--- src/rtl/load_store_unit_pkg.sv ---
`default_nettype none
// ============================================================================
// Package     : mips_mem_pkg
// Description : Shared types for the MEM-stage load/store unit: memory
//               operation encoding, FSM state encoding and op helpers.
// Revision    : 1.0 - initial release
// ============================================================================
package mips_mem_pkg;

    typedef enum logic [2:0] {
        OP_LW  = 3'd0,
        OP_LH  = 3'd1,
        OP_LHU = 3'd2,
        OP_LB  = 3'd3,
        OP_LBU = 3'd4,
        OP_SW  = 3'd5,
        OP_SH  = 3'd6,
        OP_SB  = 3'd7
    } mem_op_t;

    localparam logic [2:0] C_ST_IDLE    = 3'd0;
    localparam logic [2:0] C_ST_LD_RD   = 3'd1;
    localparam logic [2:0] C_ST_LD_CAP  = 3'd2;
    localparam logic [2:0] C_ST_ST_WR   = 3'd3;
    localparam logic [2:0] C_ST_RMW_RD  = 3'd4;
    localparam logic [2:0] C_ST_RMW_MRG = 3'd5;
    localparam logic [2:0] C_ST_RMW_WR  = 3'd6;

    typedef enum logic [2:0] {
        ST_IDLE    = C_ST_IDLE,
        ST_LD_RD   = C_ST_LD_RD,
        ST_LD_CAP  = C_ST_LD_CAP,
        ST_ST_WR   = C_ST_ST_WR,
        ST_RMW_RD  = C_ST_RMW_RD,
        ST_RMW_MRG = C_ST_RMW_MRG,
        ST_RMW_WR  = C_ST_RMW_WR
    } lsu_state_t;

    function automatic logic is_store(input mem_op_t op);
        return (op == OP_SW) || (op == OP_SH) || (op == OP_SB);
    endfunction

    // Word ops need 4-byte alignment, halfword ops 2-byte; bytes never misalign.
    function automatic logic is_misaligned(input mem_op_t op, input logic [1:0] offs);
        logic r;
        case (op)
            OP_LW, OP_SW:         r = (offs != 2'b00);
            OP_LH, OP_LHU, OP_SH: r = offs[0];
            default:              r = 1'b0;
        endcase
        return r;
    endfunction

endpackage
`default_nettype wire

--- src/rtl/load_store_unit_lane_align.sv ---
`default_nettype none
// ============================================================================
// Module      : lsu_lane_align
// Description : Combinational little-endian lane steering.
//               Load path : picks byte/half/word from a memory word and
//                           sign- or zero-extends it.
//               Store path: merges a right-justified byte/half into the
//                           old memory word (SW passes wdata through).
// Ports       : word       old / read memory word
//               offs       byte offset addr[1:0]
//               op         mem_op_t encoding
//               wdata      right-justified store data
//               load_data  extended load result
//               store_word merged word to write back
// Revision    : 1.0 - initial release
// ============================================================================
module lsu_lane_align
    import mips_mem_pkg::*;
(
    input  logic [31:0] word,
    input  logic [1:0]  offs,
    input  logic [2:0]  op,
    input  logic [31:0] wdata,
    output logic [31:0] load_data,
    output logic [31:0] store_word
);

    mem_op_t     w_op;
    logic [7:0]  w_byte;
    logic [15:0] w_half;

    always_comb begin
        w_op = mem_op_t'(op);

        case (offs)
            2'd0:    w_byte = word[7:0];
            2'd1:    w_byte = word[15:8];
            2'd2:    w_byte = word[23:16];
            default: w_byte = word[31:24];
        endcase
        w_half = offs[1] ? word[31:16] : word[15:0];

        case (w_op)
            OP_LB:   load_data = {{24{w_byte[7]}}, w_byte};
            OP_LBU:  load_data = {24'd0, w_byte};
            OP_LH:   load_data = {{16{w_half[15]}}, w_half};
            OP_LHU:  load_data = {16'd0, w_half};
            default: load_data = word;
        endcase

        // Untouched lanes keep the value read from memory.
        store_word = word;
        case (w_op)
            OP_SB: begin
                case (offs)
                    2'd0:    store_word[7:0]   = wdata[7:0];
                    2'd1:    store_word[15:8]  = wdata[7:0];
                    2'd2:    store_word[23:16] = wdata[7:0];
                    default: store_word[31:24] = wdata[7:0];
                endcase
            end
            OP_SH: begin
                if (offs[1]) store_word[31:16] = wdata[15:0];
                else         store_word[15:0]  = wdata[15:0];
            end
            default: store_word = wdata;
        endcase
    end

endmodule
`default_nettype wire

--- src/rtl/load_store_unit.sv ---
`default_nettype none
// ============================================================================
// Module      : load_store_unit
// Description : MEM-stage initiator for a word-addressed, 1-cycle-latency
//               synchronous data memory. Accepts byte-addressed requests via
//               valid/ready, issues one-cycle read/write strobes, performs
//               read-modify-write for SH/SB, extends loads and reports
//               misaligned / out-of-range requests.
// Ports       : clk, rst (async, active-high)
//               req_valid/req_ready/req_op/req_addr/req_wdata  request side
//               resp_valid/resp_rdata/resp_err                 response pulse
//               mem_read/mem_write/mem_addr/mem_wdata/mem_rdata memory side
// Revision    : 1.0 - initial release
// ============================================================================
module load_store_unit
    import mips_mem_pkg::*;
#(
    parameter int MEM_AW = 8
) (
    input  logic              clk,
    input  logic              rst,
    input  logic              req_valid,
    output logic              req_ready,
    input  logic [2:0]        req_op,
    input  logic [31:0]       req_addr,
    input  logic [31:0]       req_wdata,
    output logic              resp_valid,
    output logic [31:0]       resp_rdata,
    output logic              resp_err,
    output logic              mem_read,
    output logic              mem_write,
    output logic [MEM_AW-1:0] mem_addr,
    output logic [31:0]       mem_wdata,
    input  logic [31:0]       mem_rdata
);

    lsu_state_t  r_state;
    logic [2:0]  r_op;
    logic [1:0]  r_offs;
    logic [31:0] r_wdata;

    mem_op_t     w_req_op;
    logic        w_bad;
    logic [31:0] w_load_data;
    logic [31:0] w_store_word;

    assign w_req_op  = mem_op_t'(req_op);
    assign w_bad     = is_misaligned(w_req_op, req_addr[1:0])
                     || (req_addr[31:MEM_AW+2] != '0);
    assign req_ready = (r_state == ST_IDLE);

    // Operates on the word returned by the memory in LD_CAP / RMW_MRG.
    lsu_lane_align u_lane_align (
        .word       (mem_rdata),
        .offs       (r_offs),
        .op         (r_op),
        .wdata      (r_wdata),
        .load_data  (w_load_data),
        .store_word (w_store_word)
    );

    always_ff @(posedge clk or posedge rst) begin
        if (rst) begin
            r_state    <= ST_IDLE;
            r_op       <= 3'd0;
            r_offs     <= 2'd0;
            r_wdata    <= 32'd0;
            resp_valid <= 1'b0;
            resp_rdata <= 32'd0;
            resp_err   <= 1'b0;
            mem_read   <= 1'b0;
            mem_write  <= 1'b0;
            mem_addr   <= '0;
            mem_wdata  <= 32'd0;
        end else begin
            // Strobes and response are single-cycle pulses by default.
            resp_valid <= 1'b0;
            resp_err   <= 1'b0;
            resp_rdata <= 32'd0;
            mem_read   <= 1'b0;
            mem_write  <= 1'b0;

            case (r_state)
                ST_IDLE: begin
                    if (req_valid) begin
                        r_op     <= req_op;
                        r_offs   <= req_addr[1:0];
                        r_wdata  <= req_wdata;
                        mem_addr <= req_addr[MEM_AW+1:2];
                        if (w_bad) begin
                            resp_valid <= 1'b1;
                            resp_err   <= 1'b1;
                        end else if (w_req_op == OP_SW) begin
                            mem_write <= 1'b1;
                            mem_wdata <= req_wdata;
                            r_state   <= ST_ST_WR;
                        end else if (is_store(w_req_op)) begin
                            mem_read <= 1'b1;
                            r_state  <= ST_RMW_RD;
                        end else begin
                            mem_read <= 1'b1;
                            r_state  <= ST_LD_RD;
                        end
                    end
                end
                ST_LD_RD:   r_state <= ST_LD_CAP;
                ST_LD_CAP: begin
                    resp_rdata <= w_load_data;
                    resp_valid <= 1'b1;
                    r_state    <= ST_IDLE;
                end
                ST_ST_WR: begin
                    resp_valid <= 1'b1;
                    r_state    <= ST_IDLE;
                end
                ST_RMW_RD:  r_state <= ST_RMW_MRG;
                ST_RMW_MRG: begin
                    mem_wdata <= w_store_word;
                    mem_write <= 1'b1;
                    r_state   <= ST_RMW_WR;
                end
                ST_RMW_WR: begin
                    resp_valid <= 1'b1;
                    r_state    <= ST_IDLE;
                end
                default:    r_state <= ST_IDLE;
            endcase
        end
    end

endmodule
`default_nettype wire

--- config.mk ---
export PLATFORM = sky130hd
export DESIGN_NAME = load_store_unit
export DESIGN_NICKNAME = d
export VERILOG_FILES = /design/src/rtl/load_store_unit_pkg.sv /design/src/rtl/load_store_unit_lane_align.sv /design/src/rtl/load_store_unit.sv
export SDC_FILE = /design/constraint.sdc
export NUM_CORES = 1
export LEC_CHECK = 0
export ABC_CLOCK_PERIOD_IN_PS = 5400
export CAP_MARGIN = 15
export CORE_MARGIN = 4
export CORE_UTILIZATION = 37
export CTS_BUF_LIST = sky130_fd_sc_hd__clkbuf_16
export CTS_CLUSTER_SIZE = 10
export DETAILED_ROUTE_END_ITERATION = 16
export MAX_ROUTING_LAYER = met4
export PLACE_DENSITY = 0.67
export SETUP_SLACK_MARGIN = 0.05
export SLEW_MARGIN = 20
export SYNTH_ARGS = -nofsm -noshare
export SYNTH_HDL_FRONTEND = slang
export SYNTH_HIERARCHICAL = 1
export SYNTH_SLANG_ARGS = --single-unit
--- constraint.sdc ---
create_clock -name clk -period 5.4 [get_ports clk]
set_input_delay 1.08 -clock clk [delete_from_list [all_inputs] [get_ports clk]]
set_output_delay 1.08 -clock clk [all_outputs]
set_load 0.005 [all_outputs]
# [Word-level counts from Yosys, hierarchy flattened]
# Cells that the tools add are included.
[op_classes] eq_ne=22 muxes=33 reduce_logical=16
[ops] operator="$mux 32" count=4
[ops] operator="$pmux 32 s2" count=2
[ops] operator="$pmux 32 s4" count=1
[ops] operator="$mux 16" count=3
[ops] operator="$mux 8" count=4
[ops] operator="$eq 3x3->1 const B" count=9
[ops] operator="$pmux 8 s3" count=1
[ops] operator="$reduce_bool 22->1" count=1
[ops] operator="$eq 3x2->1 const B" count=5
[ops] operator="$mux 3" count=4
[ops] operator="$pmux 3 s4" count=1
[ops] operator="$mux 1" count=10
[ops] operator="$eq 3x1->1 const B" count=3
[ops] operator="$reduce_or 3->1" count=3
[ops] operator="$logic_not 3->1" count=2
[ops] operator="$pmux 1 s2" count=3
[ops] operator="$ne 2x2->1 const B" count=2
[ops] operator="$reduce_and 2->1" count=2
[ops] operator="$reduce_and 4->1" count=1
[ops] operator="$reduce_bool 2->1" count=2
[ops] operator="$logic_or 1x1->1" count=3
[ops] operator="$eq 2x1->1 const B" count=1
[ops] operator="$eq 2x2->1 const B" count=1
[ops] operator="$logic_not 2->1" count=1
[ops] operator="2 further kinds" count=2
[totals] ff_bits=116 input_bits=102 out_inout_bits=77 elab_cells=82

# [Longest topological paths before layout]
[logic_depth] ltp_word=8 ltp_mapped=8 ltp_nobuf=5

# [By module]
# The synthesis kept the hierarchy.
[by_module_without_submodules] mod="load_store_unit" instances=1 cells_per_inst=402 area_per_inst_um2=4825.9
[by_module_without_submodules] mod="lsu_lane_align" instances=1 cells_per_inst=259 area_per_inst_um2=1808.0

# [Least setup slack after synthesis]
# No wires, ideal clock.
[synth_timing] kind="in2reg" start="input mem_rdata[31]" end="register resp_rdata[31]" setup_ns=0.119 arrival_time_ns=2.264 required_ns=5.281 path_slack_ns=3.017 cell_stages=6 path_cell_list="mux4_2 and2_4 buf_6 buf_6 a211o_1 and2_1"
[synth_via] elab_chain_len=3
[synth_rtl] item="start: declaration" line_no="load_store_unit.sv:34" source="input logic [31:0] mem_rdata"
[synth_rtl] item="$pmux 8 s3 or $mux 16 (tied branches)" line_no="load_store_unit_lane_align.sv:35, load_store_unit_lane_align.sv:41"
[synth_rtl] item="$pmux 32 s4 *" line_no="load_store_unit_lane_align.sv:43" source="case (w_op)"
[synth_rtl] item="named net w_load_data[31]" line_no="load_store_unit.sv:44" source="logic [31:0] w_load_data;"
[synth_rtl] item="$mux 32 *" line_no="load_store_unit.sv:83" source="case (r_state)"
[synth_rtl] item="end signal: assignment" line_no="load_store_unit.sv:108" source="resp_rdata <= w_load_data;"
[synth_rtl] item="end: declaration" line_no="load_store_unit.sv:28" source="output logic [31:0] resp_rdata,"
# The timed path passes the listed nets; every way through them passes the cells marked *.
# A chain may end at the register's enable or synchronous reset.

# [Worst setup path after layout]
[layout_timing] start="input req_valid" end="register mem_wdata[12]"
[layout_via] elab_chain_len=2
[layout_rtl] item="start: declaration" line_no="load_store_unit.sv:22" source="input logic req_valid,"
[layout_rtl] item="$ne 2x2->1 (no line)"
[layout_rtl] item="$reduce_and 4->1 (no line)"
[layout_rtl] item="end signal: assignment" line_no="load_store_unit.sv:95" source="mem_wdata <= req_wdata;"
[layout_rtl] item="end signal: assignment" line_no="load_store_unit.sv:118" source="mem_wdata <= w_store_word;"
[layout_rtl] item="end: declaration" line_no="load_store_unit.sv:33" source="output logic [31:0] mem_wdata,"
# Every way passes these cells.

==> summary.md <==
| Metric | Value |
|---|---|
| Routed len/inst | `21.4 µm` |
| CP required | `5.66 ns` |
| Async SR Flop Fraction | `1.00` |
| WP data arrival | `3.64 ns` |
| Wirelength, routed | `22,300 µm` |
| Crit-path cells | `clkdlybuf4s50_1, nor4b_4, nand4_1, buf_4, o31ai_1, a31oi_1` |
| H-Tree Depth | `4` |
| Most frequent cells in the layout | `clkdlybuf4s50_1 (178), dfrtp_1 (116), o31ai_1 (48), mux2_2 (45), nor2_1 (45)` |
| DRC violations left | `0` |
| Max VDD drop | `216 µV` |
| Starting DRT DRC Count | `611` |
| Nets | `905` |
| DR vias | `6,245` |
| Slew headroom | `0.318` |
| Post-CTS Hold Fix Bufs | `0` |
| Starting Density | `0.381` |
| Crit path kind | `in -> reg` |
| First-pass GRT wire length | `34,200 µm` |
| CP startpoint | `req_valid` |
| Worst Setup Start Kind | `primary input` |
| Pins Over Slew Limit | `0` |
| Final setup viols | `0` |
| Yosys warns | `6` |
| Number of core rows | `48` |
| DIE WIDTH | `142 µm` |
| Antenna diode count | `0` |
| CORE AREA | `0.0174 mm²` |
| Clock-pin slew on the worst setup and hold paths | `0.06 ns` |
| Post-Syn Area | `0.00663 mm²` |
| Distinct cell type count after synthesis | `54` |
| Top Family by Delay on Critical Path | `simple AND/OR/NAND/NOR gates` |
| Root Buffer | `clkbuf_16` |
| Reg2reg start | `r_state[0]` |
| Hold Vio Cnt, Final | `0` |
| Commonest non-fill, non-tap cell in the layout | `clkdlybuf4s50_1` |
| LEAKAGE | `3.72 nW` |
| CTS Buf Count | `17` |
| Fin crit period | `3.38 ns` |
| Hold_ws | `0.506 ns` |
| Slew at the pin with the worst max-slew slack | `1.02 ns` |
| Max-cap violations | `0` |
| Cells after Synth | `661` |
| Grt total ovfl | `0` |
| Syn_area_per_cell | `10.0 µm²` |
| # Post-CTS Setup Buffers | `0` |
| Initial antenna violation count | `0` |
| Worst skew pair latency | `0.42 ns` |
| Worst min-delay path category | `reg -> reg` |
| Clock Sinks | `116` |
| EDFF count, synth | `0` |
| Largest cells by area after synthesis | `dfrtp_1 (44%), mux2_2 (7.6%), o31ai_1 (5.4%)` |
| CTS tree | `built` |
| # IOs | `179` |
| Vias in the first global route | `6,183` |
| Min-delay src | `mem_addr[5]` |
| Area leader, netlist | `dfrtp_1` |
| Fin crit share | `0.626` |
| Die area | `0.0201 mm²` |
| Setup TNS | `0 ns` |
| P per Cell Area | `276 mW/mm²` |
| Clock Skews | `0.00944 ns` |
| Clock buffer depth | `2` |
| Critical path endpoint category | `register` |
| Largest net degree at the start of global routing | `66` |
| Hpwl dp | `16,100 µm` |
| Synth top area share | `0.438` |
| Share of layout cells above drive strength 1 | `0.119` |
| Area grow syn2layout | `36.7%` |
| Synth Flop Type | `dfrtp_1` |
| WP buf/inv | `2` |
| Slowest CP cell | `nand4_1` |
| Number of synthesized register bits | `116` |
| CP max FO | `21` |
| Antenna-violating nets left | `0` |
| Status | `complete, no violations` |
| Sequential fraction of the synthesis area | `0.438` |
| Mapped Nets | `763` |
| RSZ-0062 raised after global routing | `no` |
| 1st-pass router iterations | `5` |
| Die Y | `142 µm` |
| DR vias/cell | `6.00` |
| Crit path largest cell delay | `0.65 ns` |
| F_max | `296 MHz` |
| CTS resizes | `0` |
| Routability cong. | `0.965` |
| Global-route usage over all layers | `0.224` |
| Port Buffers | `178` |
-- logic make-up after synthesis --
logic type	after synthesis	synth area share
compound gates	189	0.203
xor+xnor	2	0.00377
buf+inv	81	0.0551
flops	116	0.438
mux	62	0.119
simple gates	211	0.181
-- sequential cells by signal (all words and copies together), names as in the netlist --
| register | cells |
|---|---|
| mem_addr | 8 |
| resp_valid | 1 |
| mem_write | 1 |
| mem_wdata | 32 |
| r_offs | 2 |
| resp_err | 1 |
| r_op | 3 |
| r_wdata | 32 |
| r_state | 3 |
| mem_read | 1 |
| resp_rdata | 32 |
-- routing by layer --
metal | track usage | vias to the layer above | wire length (µm)
met5 | - | - | 0
met4 | 0.0717 | 0 | 415
met3 | 0.0613 | 36 | 1980
met2 | 0.334 | 376 | 10300
met1 | 0.298 | 3055 | 9610
li1 | - | 2778 | -
-- Yosys cell counts (all sizes together) (10+ instances only) --
master / n
dfrtp: 116
o31ai: 48
mux2: 45
nor2: 45
and2: 43
nand4: 36
buf: 33
clkbuf: 33
a31oi: 32
o21ai: 24
a21oi: 19
nor2b: 18
a221o: 17
a211o: 16
nand2: 16
inv: 14
nor3: 13
nand2b: 12
a21boi: 10
-- power breakdown --
part | internal, mW | switching, mW
logic | 0.223 | 0.223
clock network | 0.711 | 0.394
registers | 0.905 | 0.0495
-- worst paths after layout --
| check | endpoint | cells past startpoint | slack [ns] |
|---|---|---|---|
| max | mem_wdata[12] | 6 | 2.02 |
| min | mem_addr[5] | 1 | 0.51 |
| max reg2reg | mem_wdata[12] | 5 | 2.65 |
| min reg2reg | mem_addr[5] | 1 | 0.51 |
| max in group asynchronous | mem_wdata[13] | 3 | 3.34 |
| min in group asynchronous | r_wdata[3] | 2 | 1.03 |
-- final cells by class --
cell class | count | area (µm²)
multi-input combinational | 464 | 3380
fill | 1570 | 8350
clock buffer | 17 | 425
inverter | 15 | 58.8
timing repair buffer | 189 | 1860
tap | 225 | 282
sequential | 116 | 2900
clock inverter | 15 | 151
-- metrics by stage --
| stage | cell area, µm² | total power, mW | setup WS, ns | std cells | utilization |
|---|---|---|---|---|---|
| detailed placement | 8490 | 1.40 | 1.61 | 1009 | 0.487 |
| global route | 9070 | 2.61 | 1.83 | 1041 | 0.521 |
| floorplan | 6630 | 1.22 | 1.25 | 661 | - |
| global placement | 8490 | 1.39 | 1.80 | 1009 | 0.487 |
| CTS | 9060 | 2.52 | 2.05 | 1041 | 0.520 |
| finish | 9070 | 2.51 | 2.02 | 1041 | 0.521 |
(Power assumes the default switching activity.)
